[config.mk]
export PLATFORM = sky130hd
export DESIGN_NAME = pipeline_stall_controller
export DESIGN_NICKNAME = d
export VERILOG_FILES = /design/src/rtl/mips_pkg.sv /design/src/rtl/pipeline_stall_controller_load_use_detector.sv /design/src/rtl/pipeline_stall_controller.sv
export SDC_FILE = /design/constraint.sdc
export NUM_CORES = 1
export LEC_CHECK = 0
export BUFFER_PORTS_ARGS = -buffer_cell sky130_fd_sc_hd__buf_4
export CORE_MARGIN = 5
export CORE_UTILIZATION = 40
export DETAILED_ROUTE_END_ITERATION = 10
export GPL_ROUTABILITY_DRIVEN = 0
export GPL_TIMING_DRIVEN = 0
export PLACE_DENSITY_LB_ADDON = 0.1
export SLEW_MARGIN = 20
export SYNTH_ARGS = -nofsm -noshare
export SYNTH_HDL_FRONTEND = slang
export SYNTH_HIERARCHICAL = 1
export SYNTH_SLANG_ARGS = --single-unit
[constraint.sdc]
create_clock -name clk -period 2.1 [get_ports clk]
set_input_delay 0.105 -clock clk [delete_from_list [all_inputs] [get_ports clk]]
set_output_delay 0.105 -clock clk [all_outputs]
set_load 0.01 [all_outputs]
[src/rtl/mips_pkg.sv]
// Shared types and constants for the MIPS pipeline hazard/stall logic.
package mips_pkg;

  typedef enum logic {
    RUN    = 1'b0,
    MULDIV = 1'b1
  } stall_state_e;

  localparam logic [4:0] REG_ZERO = 5'd0;

  // Pipeline control outputs driven by the stall controller, as one bundle.
  typedef struct packed {
    logic pc_write;
    logic if_id_write;
    logic id_ex_write;
    logic ex_mem_write;
    logic mem_wb_write;
    logic id_ex_bubble;
    logic ex_mem_bubble;
    logic if_id_flush;
    logic muldiv_done;
  } hazard_ctrl_t;

  // No hazard: every stage advances.
  localparam hazard_ctrl_t CTRL_RUN     = hazard_ctrl_t'(9'b11111_000_0);
  // Data memory wait: whole pipeline frozen, nothing injected.
  localparam hazard_ctrl_t CTRL_FREEZE  = hazard_ctrl_t'(9'b00000_000_0);
  // Mult/div in EX: front end held, bubble into EX/MEM, older stages drain.
  localparam hazard_ctrl_t CTRL_MULDIV  = hazard_ctrl_t'(9'b00011_010_0);
  // Taken branch: fetch target, squash IF/ID and the ID instruction.
  localparam hazard_ctrl_t CTRL_BRANCH  = hazard_ctrl_t'(9'b11111_101_0);
  // Load-use: hold PC and IF/ID, bubble into ID/EX.
  localparam hazard_ctrl_t CTRL_LOADUSE = hazard_ctrl_t'(9'b00111_100_0);

endpackage

[src/rtl/pipeline_stall_controller_load_use_detector.sv]
// Load-use hazard compare between the EX-stage load and the ID-stage sources.
module load_use_detector
  import mips_pkg::*;
(
  input  logic       id_ex_mem_read,
  input  logic [4:0] id_ex_reg_rt,
  input  logic [4:0] if_id_reg_rs,
  input  logic [4:0] if_id_reg_rt,
  output logic       load_use_hazard
);

  // A load into $zero never creates a dependency.
  always_comb begin
    load_use_hazard = id_ex_mem_read && (id_ex_reg_rt != REG_ZERO) &&
                      ((id_ex_reg_rt == if_id_reg_rs) || (id_ex_reg_rt == if_id_reg_rt));
  end

endmodule

[src/rtl/pipeline_stall_controller.sv]
// Stall/flush sequencer for the 5-stage pipeline: merges memory wait,
// multi-cycle mul/div, taken branch and load-use into stage enables.
module pipeline_stall_controller
  import mips_pkg::*;
#(
  parameter int unsigned MULDIV_LAT  = 8,
  parameter int unsigned MEM_TIMEOUT = 64,
  parameter int unsigned CNT_W       = 32
) (
  input  logic             clk,
  input  logic             rst,
  input  logic             id_ex_mem_read,
  input  logic [4:0]       id_ex_reg_rt,
  input  logic [4:0]       if_id_reg_rs,
  input  logic [4:0]       if_id_reg_rt,
  input  logic             ex_branch_taken,
  input  logic             ex_muldiv_start,
  input  logic             ex_mem_access,
  input  logic             dmem_ready,
  output logic             pc_write,
  output logic             if_id_write,
  output logic             id_ex_write,
  output logic             ex_mem_write,
  output logic             mem_wb_write,
  output logic             id_ex_bubble,
  output logic             ex_mem_bubble,
  output logic             if_id_flush,
  output logic             muldiv_busy,
  output logic             muldiv_done,
  output logic [CNT_W-1:0] stall_count,
  output logic             mem_timeout_err
);

  localparam logic [7:0]  LAT_M1     = 8'(MULDIV_LAT - 1);
  localparam logic [15:0] TIMEOUT_M1 = 16'(MEM_TIMEOUT - 1);
  localparam logic [15:0] TIMEOUT    = 16'(MEM_TIMEOUT);

  stall_state_e state, state_nx;
  logic [7:0]   md_cnt, md_cnt_nx;
  logic [15:0]  wait_cnt;
  logic         mem_wait;
  logic         load_use_hazard;
  hazard_ctrl_t ctrl;

  load_use_detector u_load_use (
    .id_ex_mem_read  (id_ex_mem_read),
    .id_ex_reg_rt    (id_ex_reg_rt),
    .if_id_reg_rs    (if_id_reg_rs),
    .if_id_reg_rt    (if_id_reg_rt),
    .load_use_hazard (load_use_hazard)
  );

  assign mem_wait = ex_mem_access && !dmem_ready;

  // FSM state and mul/div countdown register.
  always_ff @(posedge clk or posedge rst) begin
    if (rst) begin
      state  <= RUN;
      md_cnt <= '0;
    end else begin
      state  <= state_nx;
      md_cnt <= md_cnt_nx;
    end
  end

  // Next state and prioritised control mux: MEMWAIT > MULDIV > BRANCH > LOADUSE.
  // The mul/div start cycle already counts as a stall, so the counter loads
  // LAT-1 and MULDIV finishes when it reaches 1, giving exactly LAT stalls.
  always_comb begin
    ctrl      = CTRL_RUN;
    state_nx  = state;
    md_cnt_nx = md_cnt;
    if (mem_wait) begin
      ctrl = CTRL_FREEZE;
    end else if (state == MULDIV) begin
      ctrl      = CTRL_MULDIV;
      md_cnt_nx = md_cnt - 8'd1;
      if (md_cnt == 8'd1) begin
        ctrl.muldiv_done = 1'b1;
        state_nx         = RUN;
      end
    end else if (ex_muldiv_start) begin
      ctrl      = CTRL_MULDIV;
      state_nx  = MULDIV;
      md_cnt_nx = LAT_M1;
    end else if (ex_branch_taken) begin
      ctrl = CTRL_BRANCH;
    end else if (load_use_hazard) begin
      ctrl = CTRL_LOADUSE;
    end
    if (rst) begin
      ctrl = '0;
    end
  end

  assign pc_write      = ctrl.pc_write;
  assign if_id_write   = ctrl.if_id_write;
  assign id_ex_write   = ctrl.id_ex_write;
  assign ex_mem_write  = ctrl.ex_mem_write;
  assign mem_wb_write  = ctrl.mem_wb_write;
  assign id_ex_bubble  = ctrl.id_ex_bubble;
  assign ex_mem_bubble = ctrl.ex_mem_bubble;
  assign if_id_flush   = ctrl.if_id_flush;
  assign muldiv_done   = ctrl.muldiv_done;
  assign muldiv_busy   = (state == MULDIV) && !rst;

  // Memory wait counter (saturates at the timeout) and sticky timeout flag.
  always_ff @(posedge clk or posedge rst) begin
    if (rst) begin
      wait_cnt        <= '0;
      mem_timeout_err <= 1'b0;
    end else begin
      if (!mem_wait) begin
        wait_cnt <= '0;
      end else if (wait_cnt != TIMEOUT) begin
        wait_cnt <= wait_cnt + 16'd1;
      end
      if (mem_wait && (wait_cnt >= TIMEOUT_M1)) begin
        mem_timeout_err <= 1'b1;
      end
    end
  end

  // Saturating count of cycles in which the PC is held.
  always_ff @(posedge clk or posedge rst) begin
    if (rst) begin
      stall_count <= '0;
    end else if (!pc_write && (stall_count != '1)) begin
      stall_count <= stall_count + 1'b1;
    end
  end

endmodule

==> metrics.md <==
| Metric | Value |
|---|---|
| Avg Cell Area, Syn | 9.88 um^2 |
| Period utilization | 95.1% |
| Ys async rst share | 100% |
| Sequential power share | 47.4% |
| Antenna violations before repair | 0 |
| Drt pass-1 iters | 4 |
| Critical Path, Cell by Cell | or4_1, nor4b_2, and3_1, buf_4 |
| R2r endpoint | stall_count[1] |
| Worst Path Arrival | 1.89 ns |
| Area of the multi-input gates | roughly 1600 um^2 |
| Power density cells | 768 nW/um^2 |
| CTS tree | done |
| Via/cell ratio | 5.20 |
| Dominant cells by area after synthesis | dfrtp_1 47%, xnor2_1 11%, nand3_1 4.8% |
| Root buffer cell | clkbuf_8 |
| Critical Path Fanout Max | 3 |
| Crit path required time | 2.00 ns |
| Fin. Hold Viols | 0 |
| Share of post-route cells with drive strength above 1 | 24.9% |
| Crit path launch type | flip-flop |
| H-tree levels | 3 |
| Largest net degree at the start of global routing | 32 |
| Num ports | 65 |
| Clock period minus worst slack | around 2.0 ns |
| Die area | 9620 um^2 |
| Crit path kind | reg -> out |
| Post-synth top area share | 46.8% |
| WL final | 7210 um |
| Vias in the first global route | around 2.5k |
| Clock Latency Late Sink | roughly 0.33 ns |
| Worst-Margin Slew | roughly 0.6 ns |
| Most numerous cell in the Yosys netlist | dfrtp_1 |
| CTS max path bufs | 2 |
| First-pass GRT wire length | approximately 12000 um |
| Crit path from | md_cnt[4] |
| LEAKAGE | 1.75 nW |
| Clock skew | around 0.013 ns |
| Crit path depth | 4 |
| Ys Warns | 6 |
| Pint | 2.19 mW |
| Switching power | 0.877 mW |
| Setup crit end kind | primary output |
| Via count | 2597 |
| Switching Share | 28.6% |
| Sequential cell area fraction in the yosys report | 46.8% |
| Row Count | 32 |
| Post-route ant nets | 0 |
| Layout fillers | about 720 |
| Worst r2r src | stall_count[0] |
| Die width | 98.1 um |
| Status | finished clean |
| Iteration-0 DRC Markers | between 90 and 100 |
| Synth Instances | 314 |
| Grt ovf | 0 |
| Initial Utilization | between 40% and 50% |
| Ant. Diodes | 0 |
| CORE AREA | 7650 um^2 |
| Synthesized cell area | 3100 um^2 |
| Hold WS | 0.229 ns |
| Synth cell types | 43 |
| Slack of the worst reg-to-reg path | 0.20 ns |
| End point of the critical path | muldiv_done |
| GRT Total Usage | 15.6% |
| CP max stage cell | or4_1 |
| Setup TNS | 0 ns |
| R2R cell count | 6 |
| Main synth FF type | dfrtp_1 |
| Max Cap Viol | 0 |
| Setup violators final | 0 |
| DRC errors left | 0 |
| Max Fclk | 501 MHz |
| IO buf count | 64 |
| Sequential Area | 1450 um^2 |
| Clk pwr share | between 30% and 40% |
| CP peak stage delay | around 0.57 ns |
| DR WL/cell | 14.5 um |
| Top cells by count, synth | 58 x dfrtp_1, 39 x xnor2_1, 36 x nor2_1, 30 x nand3_1, 18 x nand4_1 |
| Clk sink count | 58 |
| Die H | 98.1 um |
| Max VDD drop | roughly 450 uV |
| Clock-pin slew on the worst setup and hold paths | 0.07 ns |
| Worst rel slew slack | 60.2% |
| Hold Path Class | in -> reg |
| Comb power frac | 20.1% |
| Max Slew Vio Count | 0 |
| Cts bufs inserted | 9 |
| Number of synthesized flops with an enable pin | 0 |
| HPWL Detailed | between 5000 and 6000 um |
| Syn Nets | 341 |
| Top Family by Delay on Critical Path | simple AND/OR/NAND/NOR gates |
| Unrepaired setup endpoints after global routing | no |
| Leading area contributor after synthesis | dfrtp_1 |
| Worst Path Buf+Inv | 1 |
| Yosys reg bits | 58 |
| P&R area growth vs syn | 28.6% |
| Layout Nets | 420 |
[cell usage in the layout (no fill, tap or decap), types with 2 or more instances in the layout]
master / count
xor2_1: 17
or3_1: 3
clkbuf_8: 10
dfrtp_1: 58
and3_1: 12
and2_1: 5
or4_1: 2
nor2b_1: 4
a31oi_1: 4
inv_1: 10
nor3_2: 2
nand2_1: 15
nor4_1: 3
and4_1: 3
clkinv_2: 2
clkbuf_1: 6
nand4_1: 18
nor2_1: 36
buf_12: 2
ha_1: 5
a21oi_1: 6
xnor2_1: 39
nand3_1: 30
nand4_2: 2
o21ai_0: 4
nor3_1: 8
buf_4: 69
[worst min-delay path by stage]
stage                     from         endpoint  slack [ns]  cells after the start
5_1_grt          ex_mem_access        md_cnt[6]        0.27                      5
6_report         ex_mem_access        md_cnt[6]        0.23                      5
3_5_place_dp               rst        md_cnt[6]        0.27                      2
4_1_cts          ex_mem_access        md_cnt[6]        0.22                      5
3_3_place_gp   mem_timeout_err  mem_timeout_err        0.46                      1
2_1_floorplan              rst        md_cnt[0]        0.21                      1
[routing by layer]
metal / wire length [um] / global-route usage [%]
met1: 3470 / 22.3
met2: 3170 / 22.9
met4: 40 / 4.26
met3: 533 / 5.00
met5: 0 / 0
[cell families (layout without fill, tap and decap cells)]
group	Yosys count	count (layout)	share of synthesized area (%)
buf+inv	20	103	2.98
compound gates	21	21	4.36
simple gates	152	152	27.2
mux	2	2	0.807
xor+xnor	56	56	15.8
fa+ha+maj	5	5	2.02
flops	58	58	46.8
[power by group through the flow]
stage / combinational (mW) / sequential [mW] / clock (mW)
floorplan: 0.348 / 1.46 / 0
global placement: 0.599 / 1.46 / 0
detailed placement: 0.613 / 1.47 / 0
CTS: 0.626 / 1.45 / 1.02
global route: 0.691 / 1.48 / 1.07
finish: 0.617 / 1.45 / 0.994
[tightest hold or removal path, cell delays in order]
cell and delay, ns:
buf_4 0.10, nand2b_4 0.05, buf_6 0.12, nand3_1 0.07
o22ai_1 0.07
[state kept, by name, indices dropped and copies added, names as in the netlist]
signal and cells:
stall_count 32, state 1, wait_cnt 16, mem_timeout_err 1, md_cnt 8
[per-stage QoR]
| step | worst slack (ns) | area [um^2] | utilization [%] | instances | total power, mW |
|---|---|---|---|---|---|
| 2_1_floorplan | -0.0472 | 3130 | - | 314 | 1.81 |
| 3_3_place_gp | -0.807 | 3740 | 48.9 | 480 | 2.06 |
| 3_5_place_dp | -0.105 | 3760 | 49.1 | 481 | 2.08 |
| 4_1_cts | 0.00553 | 3970 | 52.0 | 498 | 3.10 |
| 5_1_grt | 0.0277 | 3990 | 52.1 | 499 | 3.24 |
| 6_report | 0.104 | 3990 | 52.1 | 499 | 3.06 |
[area by class of cell]
class | instances | area share [%]
multi-input cells | 236 | 39.7
inverters | 11 | 1.13
plain buffers | 9 | 1.41
clock buffers | 12 | 3.64
clock inverters | 3 | 1.00
repair buffers | 68 | 13.5
well taps | 102 | 3.20
flip-flops and latches | 58 | 36.4
[timing repair]
| item | 4_1_cts | 5_1_grt |
|---|---|---|
| endpoints found under the setup margin | 0 | 8 |
| endpoints found under the hold margin | 27 | 0 |
| setup buffers | 0 | 1 |
| resized for setup | 0 | 1 |
| hold buffers | 2 | 0 |
Note: power is estimated with default switching activity, not from simulation.
